## src/rtl/hazard_fwd_ctrl_pkg.sv

```systemverilog
// Shared definitions for the decode-stage hazard/forwarding controller.
//   DEF_REG_ADDR_W : default register-specifier width
//   FWD_*          : forwarding mux select encodings (regfile/EX/MEM/WB)
//   haz_state_e    : load-use stall FSM states
package hazard_fwd_ctrl_pkg;

    localparam int DEF_REG_ADDR_W = 3;

    localparam logic [1:0] FWD_RF  = 2'd0;
    localparam logic [1:0] FWD_EX  = 2'd1;
    localparam logic [1:0] FWD_MEM = 2'd2;
    localparam logic [1:0] FWD_WB  = 2'd3;

    typedef enum logic {
        RUN     = 1'b0,
        LD_WAIT = 1'b1
    } haz_state_e;

endpackage

```

## src/rtl/hazard_fwd_ctrl_fwd_match.sv

```systemverilog
// Per-source forwarding comparator.
// Compares one ID source specifier against the EX/MEM/WB destinations and
// picks the youngest writer (EX > MEM > WB > regfile).
//   rs_i, src_used_i            : source specifier and its "actually read" qualifier
//   rd_*_i, *_reg_wr_i          : destination specifier / write enable per stage
//   fwd_sel_o                   : forwarding mux select for this source
//   ex_hit_o                    : source is produced by the EX-stage instruction
module fwd_match
    import hazard_fwd_ctrl_pkg::*;
#(
    parameter int REG_ADDR_W  = DEF_REG_ADDR_W,
    parameter bit ZERO_REG_EN = 1'b1
) (
    input  logic [REG_ADDR_W-1:0] rs_i,
    input  logic                  src_used_i,
    input  logic [REG_ADDR_W-1:0] rd_ex_i,
    input  logic [REG_ADDR_W-1:0] rd_mem_i,
    input  logic [REG_ADDR_W-1:0] rd_wb_i,
    input  logic                  ex_reg_wr_i,
    input  logic                  mem_reg_wr_i,
    input  logic                  wb_reg_wr_i,
    output logic [1:0]            fwd_sel_o,
    output logic                  ex_hit_o
);

    logic cmp_en;
    logic hit_ex;
    logic hit_mem;
    logic hit_wb;

    // Register 0 is hardwired zero when ZERO_REG_EN, so it never forwards.
    assign cmp_en  = src_used_i && ((rs_i != '0) || !ZERO_REG_EN);
    assign hit_ex  = cmp_en && ex_reg_wr_i  && (rs_i == rd_ex_i);
    assign hit_mem = cmp_en && mem_reg_wr_i && (rs_i == rd_mem_i);
    assign hit_wb  = cmp_en && wb_reg_wr_i  && (rs_i == rd_wb_i);

    always_comb begin
        fwd_sel_o = FWD_RF;
        if (hit_ex) begin
            fwd_sel_o = FWD_EX;
        end else if (hit_mem) begin
            fwd_sel_o = FWD_MEM;
        end else if (hit_wb) begin
            fwd_sel_o = FWD_WB;
        end
    end

    assign ex_hit_o = hit_ex;

endmodule

```

## src/rtl/hazard_fwd_ctrl.sv

```systemverilog
// Decode-stage hazard and forwarding controller.
// Drives PC/IF-ID hold (stall), ID/EX bubble insertion (bubble), global
// pipeline freeze on data-memory busy (freeze), IF/ID flush (flush_if) and
// the per-source forwarding mux selects (fwd_sel, 2 bits per source).
//   clk, reset      : clock, synchronous active-high reset
//   rs, src_used    : ID source specifiers (packed per source) and qualifiers
//   rd_*, *_reg_wr  : EX/MEM/WB destination specifiers and write enables
//   ex_mem_rd       : EX instruction is a load
//   mem_busy        : data memory not ready
//   kill_in         : ID resolved a taken control transfer
// Optional build macro HAZ_PERF_CNT_EN adds saturating performance counters
// perf_stall_cnt, perf_flush_cnt, perf_freeze_cnt (cleared by reset).
//
// state   | meaning
// RUN     | normal issue; a load-use hazard stalls for one cycle here
// LD_WAIT | remaining load-use stall cycles, counted down in cnt
module hazard_fwd_ctrl
    import hazard_fwd_ctrl_pkg::*;
#(
    parameter int REG_ADDR_W  = DEF_REG_ADDR_W,
    parameter int NUM_SRC     = 2,
    parameter int LOAD_LAT    = 1,
    parameter bit ZERO_REG_EN = 1'b1
) (
    input  logic                          clk,
    input  logic                          reset,
    input  logic [NUM_SRC*REG_ADDR_W-1:0] rs,
    input  logic [NUM_SRC-1:0]            src_used,
    input  logic [REG_ADDR_W-1:0]         rd_ex,
    input  logic [REG_ADDR_W-1:0]         rd_mem,
    input  logic [REG_ADDR_W-1:0]         rd_wb,
    input  logic                          ex_reg_wr,
    input  logic                          mem_reg_wr,
    input  logic                          wb_reg_wr,
    input  logic                          ex_mem_rd,
    input  logic                          mem_busy,
    input  logic                          kill_in,
    output logic [2*NUM_SRC-1:0]          fwd_sel,
    output logic                          stall,
    output logic                          bubble,
    output logic                          freeze,
    output logic                          flush_if
`ifdef HAZ_PERF_CNT_EN
    ,
    output logic [31:0]                   perf_stall_cnt,
    output logic [31:0]                   perf_flush_cnt,
    output logic [31:0]                   perf_freeze_cnt
`endif
);

    localparam logic [3:0] LAT_M1    = 4'(LOAD_LAT - 1);
    localparam bit         MULTI_CYC = (LOAD_LAT > 1);

    logic [NUM_SRC-1:0] ex_hit;
    logic               luse;
    logic               stall_c;

    haz_state_e state_q, state_d;
    logic [3:0] cnt_q, cnt_d;

    for (genvar g = 0; g < NUM_SRC; g++) begin : g_src
        fwd_match #(
            .REG_ADDR_W (REG_ADDR_W),
            .ZERO_REG_EN(ZERO_REG_EN)
        ) u_fwd_match (
            .rs_i        (rs[g*REG_ADDR_W +: REG_ADDR_W]),
            .src_used_i  (src_used[g]),
            .rd_ex_i     (rd_ex),
            .rd_mem_i    (rd_mem),
            .rd_wb_i     (rd_wb),
            .ex_reg_wr_i (ex_reg_wr),
            .mem_reg_wr_i(mem_reg_wr),
            .wb_reg_wr_i (wb_reg_wr),
            .fwd_sel_o   (fwd_sel[2*g +: 2]),
            .ex_hit_o    (ex_hit[g])
        );
    end

    // ex_hit already implies ex_reg_wr; kept explicit to mirror the hazard rule.
    assign luse   = ex_mem_rd && ex_reg_wr && (|ex_hit);
    assign freeze = mem_busy;

    always_comb begin
        state_d = state_q;
        cnt_d   = cnt_q;
        stall_c = 1'b0;
        unique case (state_q)
            RUN: begin
                stall_c = luse && !freeze;
                if (stall_c && MULTI_CYC) begin
                    state_d = LD_WAIT;
                    cnt_d   = LAT_M1;
                end
            end
            LD_WAIT: begin
                // Comparators are ignored: the load is already in flight.
                stall_c = !freeze;
                if (!freeze) begin
                    if (cnt_q == 4'd1) begin
                        state_d = RUN;
                        cnt_d   = 4'd0;
                    end else begin
                        cnt_d = cnt_q - 4'd1;
                    end
                end
            end
            default: begin
                state_d = RUN;
                cnt_d   = 4'd0;
            end
        endcase
    end

    always_ff @(posedge clk) begin
        if (reset) begin
            state_q <= RUN;
            cnt_q   <= 4'd0;
        end else begin
            state_q <= state_d;
            cnt_q   <= cnt_d;
        end
    end

    assign stall    = stall_c;
    assign bubble   = stall_c;
    // A branch waiting on its operands must not redirect fetch yet.
    assign flush_if = kill_in && !stall_c && !freeze;

`ifdef HAZ_PERF_CNT_EN
    logic [31:0] perf_stall_q, perf_flush_q, perf_freeze_q;

    always_ff @(posedge clk) begin
        if (reset) begin
            perf_stall_q  <= '0;
            perf_flush_q  <= '0;
            perf_freeze_q <= '0;
        end else begin
            if (stall_c && (perf_stall_q != '1)) begin
                perf_stall_q <= perf_stall_q + 32'd1;
            end
            if (flush_if && (perf_flush_q != '1)) begin
                perf_flush_q <= perf_flush_q + 32'd1;
            end
            if (freeze && (perf_freeze_q != '1)) begin
                perf_freeze_q <= perf_freeze_q + 32'd1;
            end
        end
    end

    assign perf_stall_cnt  = perf_stall_q;
    assign perf_flush_cnt  = perf_flush_q;
    assign perf_freeze_cnt = perf_freeze_q;
`endif

endmodule

```

## config.mk

```make
export PLATFORM = sky130hd
export DESIGN_NAME = hazard_fwd_ctrl
export DESIGN_NICKNAME = d
export VERILOG_FILES = /design/src/rtl/hazard_fwd_ctrl_pkg.sv /design/src/rtl/hazard_fwd_ctrl_fwd_match.sv /design/src/rtl/hazard_fwd_ctrl.sv
export SDC_FILE = /design/constraint.sdc
export NUM_CORES = 1
export LEC_CHECK = 0
export CORE_MARGIN = 2
export CORE_UTILIZATION = 42
export CTS_CLUSTER_DIAMETER = 60
export DETAILED_ROUTE_END_ITERATION = 10
export PLACE_DENSITY_LB_ADDON = 0.15
export SYNTH_ARGS = -nofsm -noshare
export SYNTH_HDL_FRONTEND = slang
export SYNTH_SLANG_ARGS = --single-unit
```

## constraint.sdc

```tcl
create_clock -name clk -period 2.8 [get_ports clk]
set_input_delay 0.7 -clock clk [delete_from_list [all_inputs] [get_ports clk]]
set_output_delay 0.7 -clock clk [all_outputs]
set_load 0.01 [all_outputs]
```

Yosys cells after proc, flatten, opt, wreduce, memory -nomap -nowiden
Index checks and enable logic that the tools add are counted.
{"block": "word_totals", "ff_bits": 5, "inputBits": 25}
{"block": "op_classes", "reduce_logical": 26, "n_bitwise": 2, "eq_ne": 7, "n_addsub": 1, "mux": 10}
{"cell": "1-bit logical AND", "count": 19}
{"cell": "3-bit == test", "count": 6}
{"cell": "2-bit 2-to-1 mux", "count": 6}
{"cell": "3-bit nonzero test", "count": 2}
{"cell": "4-bit by 1-bit == test with 1-bit output (second input constant)", "count": 1}
{"cell": "4-bit 2-to-1 mux", "count": 1}
{"cell": "2-bit OR reduction", "count": 2}
{"cell": "4-bit by 1-bit subtractor with 4-bit output (second input constant)", "count": 1}
{"cell": "1-bit logical NOT", "count": 2}
{"cell": "1-bit 2-to-1 mux", "count": 2}
{"cell": "1-bit NOT", "count": 2}
{"cell": "1-bit case mux with 2 select lines", "count": 1}
{"cell": "2-bit AND reduction", "count": 1}

Logic depth before layout (Yosys ltp)
{"block": "depth", "word_depth": 11, "ltp_mapped": 6, "depth_no_buf": 5}

By module
From an unflattened synthesis, not the netlist that was laid out.
{"block": "hier_totals", "hier_cells": 72, "area_unflattened_um2": 644.4}
{"mod": "fwd_match", "seq_area_each_um2": 0.0, "instances": 2, "cells_each": 19, "area_each_um2": 172.7}
{"mod": "hazard_fwd_ctrl", "seq_area_each_um2": 100.1, "instances": 1, "cells_each": 34, "area_each_um2": 299.0}

Worst setup path before layout
No wires, ideal clock.
{"block": "synth_path", "kind": "input to output", "start": "input port rs[5]", "end": "output port stall", "stages": 6, "required_ns": 2.100, "arrival_time_ns": 1.761, "n_path_buf": 2, "setup_slack_ns": 0.339, "cell_sequence": "buf_4 -> xnor2_1 -> and4_4 -> a22oi_4 -> o31ai_2 -> buf_4"}
{"block": "synth_between", "elab_chain_cells": 8, "word_cells_on_any_way": 9}
{"element": "start, declared", "line_no": "hazard_fwd_ctrl.sv:27", "text": "input logic [NUM_SRC*REG_ADDR_W-1:0] rs,"}
{"element": "3-bit nonzero test", "line_no": "hazard_fwd_ctrl_fwd_match.sv:32", "text": "assign cmp_en = src_used_i && ((rs_i != '0) || !ZERO_REG_EN);"}
{"element": "1-bit logical AND", "line_no": "hazard_fwd_ctrl_fwd_match.sv:32"}
{"element": "1-bit logical AND", "line_no": "hazard_fwd_ctrl_fwd_match.sv:33", "text": "assign hit_ex = cmp_en && ex_reg_wr_i && (rs_i == rd_ex_i);"}
{"element": "1-bit logical AND *", "line_no": "hazard_fwd_ctrl_fwd_match.sv:33"}
{"element": "2-bit OR reduction *", "line_no": "hazard_fwd_ctrl.sv:80", "text": "assign luse = ex_mem_rd && ex_reg_wr && (|ex_hit);"}
{"element": "1-bit logical AND *", "line_no": "hazard_fwd_ctrl.sv:80"}
{"element": "1-bit logical AND *", "line_no": "hazard_fwd_ctrl.sv:89", "text": "stall_c = luse && !freeze;"}
{"element": "1-bit case mux with 2 select lines *", "line_no": "hazard_fwd_ctrl.sv:87", "text": "unique case (state_q)"}
{"element": "end, declared", "line_no": "hazard_fwd_ctrl.sv:39", "text": "output logic stall,"}
Every way passes the cells marked *; elsewhere a longest branch is shown, timed or not.

Worst setup path after layout
{"block": "layout_path", "start": "input port ex_reg_wr", "end": "output port flush_if"}
{"block": "layout_between", "elab_chain_cells": 9, "word_cells_on_any_way": 12}
{"element": "start, declared", "line_no": "hazard_fwd_ctrl.sv:32", "text": "input logic ex_reg_wr,"}
{"element": "1-bit logical AND (2 in a row)", "line_no": "hazard_fwd_ctrl_fwd_match.sv:33"}
{"element": "2-bit OR reduction", "line_no": "hazard_fwd_ctrl.sv:80"}
{"element": "1-bit logical AND *", "line_no": "hazard_fwd_ctrl.sv:80"}
{"element": "1-bit logical AND *", "line_no": "hazard_fwd_ctrl.sv:89"}
{"element": "1-bit case mux with 2 select lines *", "line_no": "hazard_fwd_ctrl.sv:87"}
{"element": "1-bit logical NOT *", "line_no": "hazard_fwd_ctrl.sv:127", "text": "assign flush_if = kill_in && !stall_c && !freeze;"}
{"element": "1-bit logical AND * (2 in a row)", "line_no": "hazard_fwd_ctrl.sv:127"}
{"element": "end, declared", "line_no": "hazard_fwd_ctrl.sv:42", "text": "output logic flush_if"}
Marks and branches as above.

==> impl_metrics.tcl <==
set metrics [dict create \
    outcome "completed" \
    areaGrowthSynthToFinish_pct 60.4 \
    io_buffers 32 \
    gp_congestion 0.828 \
    slew_headroom 0.747 \
    ant_nets 0 \
    setup_ws_ns 0.0817 \
    grt_overflow 0 \
    power_frac_seq 0.266 \
    synth-edff-count 0 \
    diodes 0 \
    synthMuxAreaShare 0 \
    synth_adder_area_share 0.0391 \
    drt_first_pass_iters 6 \
    yosys.cell_types.count 26 \
    vias 677 \
    fmaxAchievable_mhz 368 \
    cts_max_level 1 \
    grt_pass1_vias 642 \
    yosysTopAreaCell "xnor2_1" \
    wire_per_inst_um 12.9 \
    clk_pin_slew_ns 0.05 \
    cellPowerDensity_nw_per_um2 262 \
    period_share 0.971 \
    p_leak_nw 0.419 \
    vdd_drop_max_uv 209 \
    period_needed_ns 2.72 \
    synth-async-reset-ratio 0 \
    end_kind "output port" \
    drc 0 \
    setup_viol 0 \
    critPathArrivalTime_ns 2.02 \
    yosys_warnings 0 \
    start_kind "input pin" \
    hold_class "register to register" \
    p_sw_mw 0.0764 \
    ys_seq_elements 5 \
    maxCapViolCount 0 \
    gr-usage-all-layers 0.199 \
    synth_cells 73 \
    nets 141 \
    synth_top_family_by_area "XOR/XNOR gates" \
    ys.flop_type "dfxtp_1" \
    placementRows 14 \
    grt_max_degree 6 \
    p_comb_frac 0.413 \
    grt_first_pass_wirelength_mm 2.75 \
    dieArea_um2 1850 \
    clock_skew_ns 0.00433 \
    die_w_um 43.1 \
    numClockSinks 5 \
    syn-cell-area_um2 641 \
    worstMarginPinSlew_ns 0.374 \
    criticalPathCategory "input pin to output port" \
    cp.required_ns 2.10 \
    core_area_um2 1470 \
    synth_top_area_frac 0.273 \
    p_clk_frac 0.321 \
    drt_iter0_drc 16 \
    design_area_um2 1030 \
    antenna_found_initial 0 \
    yosys.area_share.simple 0.205 \
    clock_latency_ns 0.25 \
    yosys-top-cells-area "xnor2_1 (27%), dfxtp_1 (16%), o31ai_2 (5.9%), buf_4 (4.7%), ha_1 (3.9%)" \
    yosysSeqAreaShare 0.156 \
    synth_compound_area_frac 0.203 \
    fillers 129 \
    routed_via_density 5.25 \
    cts_buffers 3 \
    syn-num-nets 100 \
    drive_gt1_frac 0.230 \
    place_ws_ns -0.461 \
    hpwl_mm 1.39 \
    die_h_um 43.1 \
    rsz0062_at_grt "true" \
    cts_tree "built" \
    place_area_um2 1010 \
    p_int_mw 0.192 \
    swShare 0.284 \
    whs_ns 0.522 \
    final-hold-violation-count 0 \
    cts_buffer_depth 2 \
    start_util 0.435 \
    critical_path.max_fanout 3 \
    hold_buffers 0 \
    postSynthAreaPerCell_um2 8.78 \
    cts_root_buffer "clkbuf_4" \
    drt-total-wl_mm 1.66 \
    maxSlewViolCount 0 \
    synth-xor-area-share 0.287 \
    io_pins 33 \
]
[final timing paths]
check                               start        to  slack (ns)  cells past startpoint
worst max register to register   cnt_q[1]  cnt_q[0]        1.49                      5
worst max-delay path            ex_reg_wr  flush_if        0.08                      5
worst min-delay path              state_q   state_q        0.52                      1
worst min register to register    state_q   state_q        0.52                      1
[timing repair]
item / 4_1_cts / 5_1_grt
setup buffers: 0 / 0
pin swaps: 0 / 2
endpoints found under the setup margin: 7 / 2
gates resized for setup: 20 / 5
[per-stage QoR]
stage / instances / power (mW) / setup TNS, ns / util
after detailed placement: 125 / 0.189 / -2.95 / 0.685
after global routing: 129 / 0.290 / -0.0154 / 0.698
after global placement: 125 / 0.188 / -2.79 / 0.685
after floorplan: 73 / 0.129 / 0 / -
final: 129 / 0.269 / 0 / 0.698
after CTS: 129 / 0.272 / 0 / 0.693
[layer usage]
layer | GRT usage | part of all wire | vias to the layer above
li1 | - | - | 335
met1 | 0.249 | 0.45 | 314
met2 | 0.318 | 0.47 | 25
met3 | 0.0638 | 0.076 | 3
met4 | 0.0727 | 0.0066 | 0
met5 | 0 | 0 | -
[power groups by stage]
stage	clock network (mW)	logic (mW)	registers, mW
6_report	0.0863	0.111	0.0714
5_1_grt	0.0990	0.119	0.0712
4_1_cts	0.0905	0.110	0.0714
3_5_place_dp	0	0.116	0.0727
3_3_place_gp	0	0.115	0.0727
2_1_floorplan	0	0.0562	0.0727
[area by class of cell]
cell class / count / area (um2) / area share
repair buffers: 44 / 393 / 0.382
well taps: 16 / 20.0 / 0.0195
inverters: 2 / 7.51 / 0.00731
flip-flops and latches: 5 / 100 / 0.0974
clock buffers: 4 / 26.3 / 0.0256
multi-input cells: 58 / 480 / 0.468
[critical path, stage by stage]
cell and delay [ns]:
clkdlybuf4s50_1 0.51, and4_4 0.26, a22oi_4 0.06, o211a_1 0.20, dlygate4sd2_1 0.28
[flip-flops by register name, summed over array words and instances, names as in the netlist]
signal	flops
cnt_q	4
state_q	1
[placed cells by master, fill, tap and decap left out, drive strengths merged]
cell type,instances
o211a,1
dfxtp,5
xnor2,20
nor2b,1
ha,2
nor4b,1
xor2,1
nand2,4
a21oi,1
clkdlybuf4s50,16
nor4,1
o31ai,5
and2,3
clkdlybuf4s15,4
clkbuf,5
buf,12
o31a,2
and4,2
a22oi,1
nand4,4
inv,2
nor3b,1
nand2b,1
a211oi,3
nor2,4
dlygate4sd2,11
[kinds of logic after synthesis]
group	count (synthesis)
xor gates and xnor gates	21
AOI/OAI and AO/OA	13
and+or+nand+nor	22
DFF	5
buffers and inverters	10
adders and majority gates	2
[synthesized netlist by cell type (all sizes together) (2+ instances only)]
cell type  number
a211oi          3
and2            3
and4            2
buf             8
dfxtp           5
ha              2
inv             2
nand2           4
nand4           4
nor2            4
o31a            2
o31ai           5
xnor2          20
Power figures use the tool's default switching activity.
